==> src/rtl/lf_cfg_ctrl_pkg.sv <==
// Shared definitions for the LF configuration controller.
// Opcodes, major-mode codes and the default SPI frame length.
package lf_cfg_ctrl_pkg;

    localparam int FRAME_W_DEF = 16;

    typedef enum logic [3:0] {
        OP_NOP       = 4'd0,
        OP_CONF      = 4'd1,
        OP_DIV       = 4'd2,
        OP_USER_BASE = 4'd3
    } lf_op_e;

    typedef enum logic [2:0] {
        LF_READ     = 3'b000,
        LF_EDGE     = 3'b001,
        LF_PASSTHRU = 3'b010,
        OFF_LF      = 3'b110,
        OFF         = 3'b111
    } lf_mode_e;

endpackage

==> src/rtl/lf_cfg_ctrl_spi_frame_rx.sv <==
// SPI frame receiver in the pck0 domain: synchronisers, edge detect,
// shift register and a saturating bit counter.
module spi_frame_rx #(
    parameter int FRAME_W = 16
) (
    input  logic               clk,
    input  logic               rst,
    input  logic               spck,
    input  logic               mosi,
    input  logic               ncs,
    output logic [FRAME_W-1:0] frame,
    output logic               frame_vld,
    output logic               frame_bad
);

    localparam int CW = $clog2(FRAME_W + 2);

    logic [1:0]    spck_sync;
    logic [1:0]    mosi_sync;
    logic [1:0]    ncs_sync;
    logic          spck_q;
    logic          ncs_q;
    logic [CW-1:0] cnt;
    logic          spck_rise;
    logic          ncs_rise;
    logic          ncs_fall;

    // Two-flop synchronisers plus one delay stage for edge detection.
    // ncs resets high (idle) so leaving reset with the bus idle is not
    // mistaken for the end of a frame.
    always_ff @(posedge clk or posedge rst) begin
        if (rst) begin
            spck_sync <= 2'b00;
            mosi_sync <= 2'b00;
            ncs_sync  <= 2'b11;
            spck_q    <= 1'b0;
            ncs_q     <= 1'b1;
        end else begin
            spck_sync <= {spck_sync[0], spck};
            mosi_sync <= {mosi_sync[0], mosi};
            ncs_sync  <= {ncs_sync[0], ncs};
            spck_q    <= spck_sync[1];
            ncs_q     <= ncs_sync[1];
        end
    end

    assign spck_rise = spck_sync[1] & ~spck_q;
    assign ncs_rise  = ncs_sync[1] & ~ncs_q;
    assign ncs_fall  = ~ncs_sync[1] & ncs_q;

    // Shift MSB-first data in; count bits, saturating one past a full
    // frame so overlong frames stay distinguishable from good ones.
    always_ff @(posedge clk or posedge rst) begin
        if (rst) begin
            frame <= '0;
            cnt   <= '0;
        end else if (ncs_fall) begin
            cnt <= '0;
        end else if (spck_rise && !ncs_sync[1]) begin
            frame <= {frame[FRAME_W-2:0], mosi_sync[1]};
            if (cnt != CW'(FRAME_W + 1)) begin
                cnt <= cnt + 1'b1;
            end
        end
    end

    assign frame_vld = ncs_rise && (cnt == CW'(FRAME_W));
    assign frame_bad = ncs_rise && (cnt != CW'(FRAME_W));

endmodule

==> src/rtl/lf_cfg_ctrl.sv <==
// LF configuration controller: register file, opcode decode and the
// guard FSM that parks major_mode at OFF across every mode change.
module lf_cfg_ctrl
    import lf_cfg_ctrl_pkg::*;
#(
    parameter int FRAME_W    = FRAME_W_DEF,
    parameter int NUM_USER   = 4,
    parameter int GUARD_CYC  = 16,
    parameter int DIV_RST    = 95,
    parameter int ED_THR_DEF = 127
) (
    input  logic                  pck0,
    input  logic                  rst,
    input  logic                  spck,
    input  logic                  mosi,
    input  logic                  ncs,
    output logic [7:0]            conf_word,
    output logic [2:0]            major_mode,
    output logic                  mode_active,
    output logic [7:0]            divisor,
    output logic [8*NUM_USER-1:0] user_bytes,
    output logic                  cfg_stb,
    output logic                  frame_err
);

    localparam logic ST_RUN   = 1'b0;
    localparam logic ST_GUARD = 1'b1;
    localparam int   GW       = (GUARD_CYC > 1) ? $clog2(GUARD_CYC) : 1;

    logic [FRAME_W-1:0] frame;
    logic               frame_vld;
    logic               frame_bad;
    logic [3:0]         op;
    logic [7:0]         data;
    logic [3:0]         user_idx;
    logic               user_op;
    logic               wr_conf;
    logic               wr_div;
    logic               wr_user;
    logic               bad_op;
    logic               mode_chg;
    logic               state;
    logic [GW-1:0]      gcnt;
    logic               unused_frame;

    spi_frame_rx #(
        .FRAME_W (FRAME_W)
    ) u_rx (
        .clk       (pck0),
        .rst       (rst),
        .spck      (spck),
        .mosi      (mosi),
        .ncs       (ncs),
        .frame     (frame),
        .frame_vld (frame_vld),
        .frame_bad (frame_bad)
    );

    assign op           = frame[FRAME_W-1 -: 4];
    assign data         = frame[7:0];
    assign unused_frame = ^frame;
    assign user_idx     = op - OP_USER_BASE;
    assign user_op      = (op >= OP_USER_BASE) &&
                          (int'(op) < int'(OP_USER_BASE) + NUM_USER);
    assign mode_chg     = wr_conf && (data[7:5] != conf_word[7:5]);

    // Decode an accepted frame into exactly one write strobe or a reject.
    always_comb begin
        wr_conf = 1'b0;
        wr_div  = 1'b0;
        wr_user = 1'b0;
        bad_op  = 1'b0;
        if (frame_vld) begin
            unique case (1'b1)
                (op == OP_NOP):  ;
                (op == OP_CONF): wr_conf = 1'b1;
                (op == OP_DIV):  wr_div  = 1'b1;
                user_op:         wr_user = 1'b1;
                default:         bad_op  = 1'b1;
            endcase
        end
    end

    // Register file and one-cycle status strobes.
    always_ff @(posedge pck0 or posedge rst) begin
        if (rst) begin
            conf_word  <= 8'hE0;
            divisor    <= 8'(DIV_RST);
            user_bytes <= '0;
            cfg_stb    <= 1'b0;
            frame_err  <= 1'b0;
        end else begin
            cfg_stb   <= wr_conf | wr_div | wr_user;
            frame_err <= frame_bad | bad_op;
            if (wr_conf) begin
                conf_word <= data;
            end
            if (wr_conf && data == 8'h01) begin
                user_bytes[7:0] <= 8'(ED_THR_DEF);
            end
            if (wr_div) begin
                divisor <= data;
            end
            for (int k = 0; k < NUM_USER; k++) begin
                if (wr_user && int'(user_idx) == k) begin
                    user_bytes[8*k +: 8] <= data;
                end
            end
        end
    end

    // Guard FSM: any conf write that changes the mode, or any conf write
    // while already guarding, (re)starts the OFF interval.
    always_ff @(posedge pck0 or posedge rst) begin
        if (rst) begin
            state <= ST_RUN;
            gcnt  <= '0;
        end else if (state == ST_RUN) begin
            if (mode_chg) begin
                state <= ST_GUARD;
                gcnt  <= GW'(GUARD_CYC - 1);
            end
        end else begin
            if (wr_conf) begin
                gcnt <= GW'(GUARD_CYC - 1);
            end else if (gcnt == '0) begin
                state <= ST_RUN;
            end else begin
                gcnt <= gcnt - 1'b1;
            end
        end
    end

    assign major_mode  = (state == ST_GUARD) ? OFF : conf_word[7:5];
    assign mode_active = (state == ST_RUN);

endmodule

==> config.mk <==
export PLATFORM = sky130hd
export DESIGN_NAME = lf_cfg_ctrl
export DESIGN_NICKNAME = d
export VERILOG_FILES = /design/src/rtl/lf_cfg_ctrl_pkg.sv /design/src/rtl/lf_cfg_ctrl_spi_frame_rx.sv /design/src/rtl/lf_cfg_ctrl.sv
export SDC_FILE = /design/constraint.sdc
export NUM_CORES = 1
export LEC_CHECK = 0
export CAP_MARGIN = 25
export CORE_MARGIN = 10
export CORE_UTILIZATION = 25
export DETAILED_ROUTE_END_ITERATION = 8
export PLACE_DENSITY_LB_ADDON = 0.2
export SLEW_MARGIN = 15
export SYNTH_ARGS = -nofsm -noshare
export SYNTH_HDL_FRONTEND = slang
export SYNTH_SLANG_ARGS = --single-unit
==> constraint.sdc <==
create_clock -name pck0 -period 2.8 [get_ports pck0]
set_input_delay 0.28 -clock pck0 [delete_from_list [all_inputs] [get_ports pck0]]
set_output_delay 0.28 -clock pck0 [all_outputs]
set_load 0.01 [all_outputs]
==> results.sh <==
export IMPL_yosys_most_used_dff="dfrtp_1"
export IMPL_synth_top_cell_by_area="dfrtp_1"
export IMPL_wire_per_inst_um=16.1
export IMPL_overflow=0
export IMPL_stdcell_area_mm2=0.00458
export IMPL_max_cap_violations=0
export IMPL_synthSimpleGateAreaFrac=0.117
export IMPL_synthAdderAreaFrac=0.0179
export IMPL_synth_commonest_cells="72 x dfrtp_1, 30 x mux2_2, 25 x nand2_1"
export IMPL_ctsHoldBuffers=0
export IMPL_routabilityCongestion=0.737
export IMPL_vias=2182
export IMPL_setup_slack_ps=475
export IMPL_end_kind="register"
export IMPL_syn_num_nets=271
export IMPL_critPathLaunchType="register"
export IMPL_internal_power_w=0.00205
export IMPL_cts_root_buf="clkbuf_16"
export IMPL_cts_buffer_depth=2
export IMPL_clk_pin_slew_ps=60
export IMPL_synth_top_family_by_area="multiplexers"
export IMPL_pwr_share_clk=0.449
export IMPL_grtUsageTotal=0.0887
export IMPL_final_util=0.333
export IMPL_grt_antenna_before_repair=0
export IMPL_switchingPower_w=0.000638
export IMPL_ys_seq_elements=84
export IMPL_cts_resized=0
export IMPL_cp_arrival_ps=2550
export IMPL_avgSynthCellArea_um2=13.4
export IMPL_yosysTopAreaCellShare=0.516
export IMPL_path_class="register to register"
export IMPL_finalCriticalPeriod_ps=2320
export IMPL_hpwl_mm=5.63
export IMPL_skew_ps=4.91
export IMPL_synth_cell_types=42
export IMPL_fin_crit_sh=0.830
export IMPL_placed_cell_area_mm2=0.00428
export IMPL_ys_seq_area_frac=0.606
export IMPL_grt_max_degree=49
export IMPL_status="complete, no violations"
export IMPL_cts_setup_buffers=0
export IMPL_slew_viol_final=0
export IMPL_worst_hold_path_type="primary input to async pin"
export IMPL_syn_to_final_growth_pct=31.2
export IMPL_finalHoldViolCount=0
export IMPL_p_leak_nw=2.09
export IMPL_power_density_mw_per_mm2=586
export IMPL_htree_levels=3
export IMPL_ys_warn_count=0
export IMPL_cp_max_fo=8
export IMPL_dieWidth_um=138
export IMPL_drt_iter0_markers=106
export IMPL_antenna_cells=0
export IMPL_dr_pass1_iters=7
export IMPL_final_nets=331
export IMPL_grt_pass1_wl_mm=13.4
export IMPL_p_comb_frac=0.044
export IMPL_synth_edf_count=0
export IMPL_dp_worst_setup_slack_ps=475
export IMPL_fin_tns_setup_ps=0
export IMPL_power_frac_seq=0.508
export IMPL_core_mm2=0.0138
export IMPL_die_y_um=138
export IMPL_routed_wl_mm=8.17
export IMPL_worstMarginPinSlew_ps=637
export IMPL_drc=0
export IMPL_setup_viol=0
export IMPL_numCtsBuffers=9
export IMPL_max_freq_mhz=430
export IMPL_ir_drop_mv=0.251
export IMPL_clock_latency_ps=340
export IMPL_post_drt_via_cell_ratio=4.31
export IMPL_die_area_mm2=0.0191
export IMPL_required_ps=3020
export IMPL_portBuffers=58
export IMPL_synthXorXnorAreaFrac=0.0150
export IMPL_synth_cells=261
export IMPL_rsz0062_at_grt="false"
export IMPL_cts_tree="done"
export IMPL_synth_area_mm2=0.00349
export IMPL_synth_compound_area_frac=0.0462
export IMPL_ios=59
export IMPL_p_sw_frac=0.237
export IMPL_yosysMostFrequentCell="dfrtp_1"
export IMPL_cts_sinks=84
export IMPL_relSlewSlack=0.575
export IMPL_cpMaxStageDelayCell="or4_1"
export IMPL_crit_chain="inv_1 -> ha_1 -> nor2b_1 -> nand2_2 -> or4_1 -> mux2_4"
export IMPL_critPathMaxStageDelay_ps=750
export IMPL_ant_nets=0
export IMPL_grt_pass1_vias=2319
export IMPL_synthMuxAreaShare=0.168
export IMPL_start_util=0.254
export IMPL_synthTopCellsByArea="dfrtp_1 52%, mux2_2 9.7%, dfstp_2 9.0%, mux2_4 6.9%, nand2_1 2.7%"
export IMPL_drive_gt1_frac=0.273
export IMPL_synthArstFlopShare=1.00
export IMPL_row_count=43
==> per-stage QoR <==
step	power (W)	hold slack, ps	cells
CTS	0.00273	327	506
finish	0.00269	322	506
detailed placement	0.00151	340	490
global route	0.00281	331	506
floorplan	0.00143	284	261
global placement	0.00150	335	490
==> worst max-delay path, delay by kind of cell (launching register included) <==
kind | cells | cell delay [ps]
fa+ha+maj | 1 | 130
buf+inv | 1 | 80
mux | 1 | 390
simple gates | 3 | 1170
flops | 1 | 430
==> power by group through the flow <==
stage,logic (W),registers [W],clock network (W)
2_1_floorplan,0.000138,0.00129,0
3_3_place_gp,0.000118,0.00139,0
3_5_place_dp,0.000120,0.00139,0
4_1_cts,0.000121,0.00137,0.00124
5_1_grt,0.000138,0.00137,0.00130
6_report,0.000117,0.00136,0.00121
==> state kept, by name (all words and copies together) (netlist names) <==
register        cells
cfg_stb             1
conf_word           8
divisor             8
frame_err           1
gcnt                4
state               1
u_rx.cnt            5
u_rx.frame         16
u_rx.mosi_sync      2
u_rx.ncs_q          1
u_rx.ncs_sync       2
u_rx.spck_q         1
u_rx.spck_sync      2
user_bytes         32
==> path summary, 6_finish.rpt <==
| path | start | endpoint | slack, ps | depth (start not counted) |
|---|---|---|---|---|
| worst min-delay path | rst | user_bytes[6] | 320 | 2 |
| worst max-delay path | u_rx.cnt[0] | user_bytes[28] | 480 | 6 |
| worst min register to register | u_rx.mosi_sync[0] | u_rx.mosi_sync[1] | 350 | 0 |
| max in group asynchronous | rst | conf_word[6] | 1750 | 3 |
| worst max register to register | u_rx.cnt[0] | user_bytes[28] | 480 | 6 |
| min in group pck0 | ncs | u_rx.ncs_sync[0] | 340 | 1 |
==> cell usage in the layout, fill, tap and decap left out, drive strengths merged, types with 2 or more instances in the layout <==
| master | Yosys | layout |
|---|---|---|
| a21oi | 6 | 6 |
| buf | 4 | 4 |
| clkbuf | 9 | 12 |
| clkdlybuf4s50 | 0 | 58 |
| clkinv | 0 | 3 |
| dfrtp | 72 | 72 |
| dfstp | 12 | 12 |
| ha | 5 | 5 |
| inv | 10 | 9 |
| mux2 | 46 | 46 |
| nand2 | 26 | 26 |
| nand2b | 2 | 2 |
| nand3 | 2 | 2 |
| nand3b | 2 | 2 |
| nand4 | 4 | 4 |
| nor2 | 10 | 10 |
| nor2b | 2 | 2 |
| nor3 | 3 | 3 |
| nor3b | 3 | 3 |
| nor4 | 3 | 3 |
| nor4b | 2 | 2 |
| o21ai | 11 | 11 |
| o22a | 7 | 7 |
| or2 | 4 | 4 |
| or4b | 2 | 2 |
| xor2 | 5 | 5 |
==> cell type report <==
class,count,area (µm²)
Fill cell,1385,9190
Sequential cell,84,2120
Multi-Input combinational cell,154,1270
Timing Repair Buffer,62,623
Clock buffer,12,256
Tap cell,180,225
Clock inverter,4,47.5
Inverter,10,38.8
==> cells by family after synthesis <==
family / after synthesis
AOI/OAI and AO/OA: 26
xor gates and xnor gates: 6
buffers and inverters: 23
DFF: 84
and+or+nand+nor: 70
adders and majority gates: 5
muxes: 47
==> layer usage <==
metal	track usage	wire length, µm
met2	0.139	3930
met3	0.0291	329
met1	0.105	3700
met4	0.0483	197
met5	0	0
(Power assumes the default switching activity.)
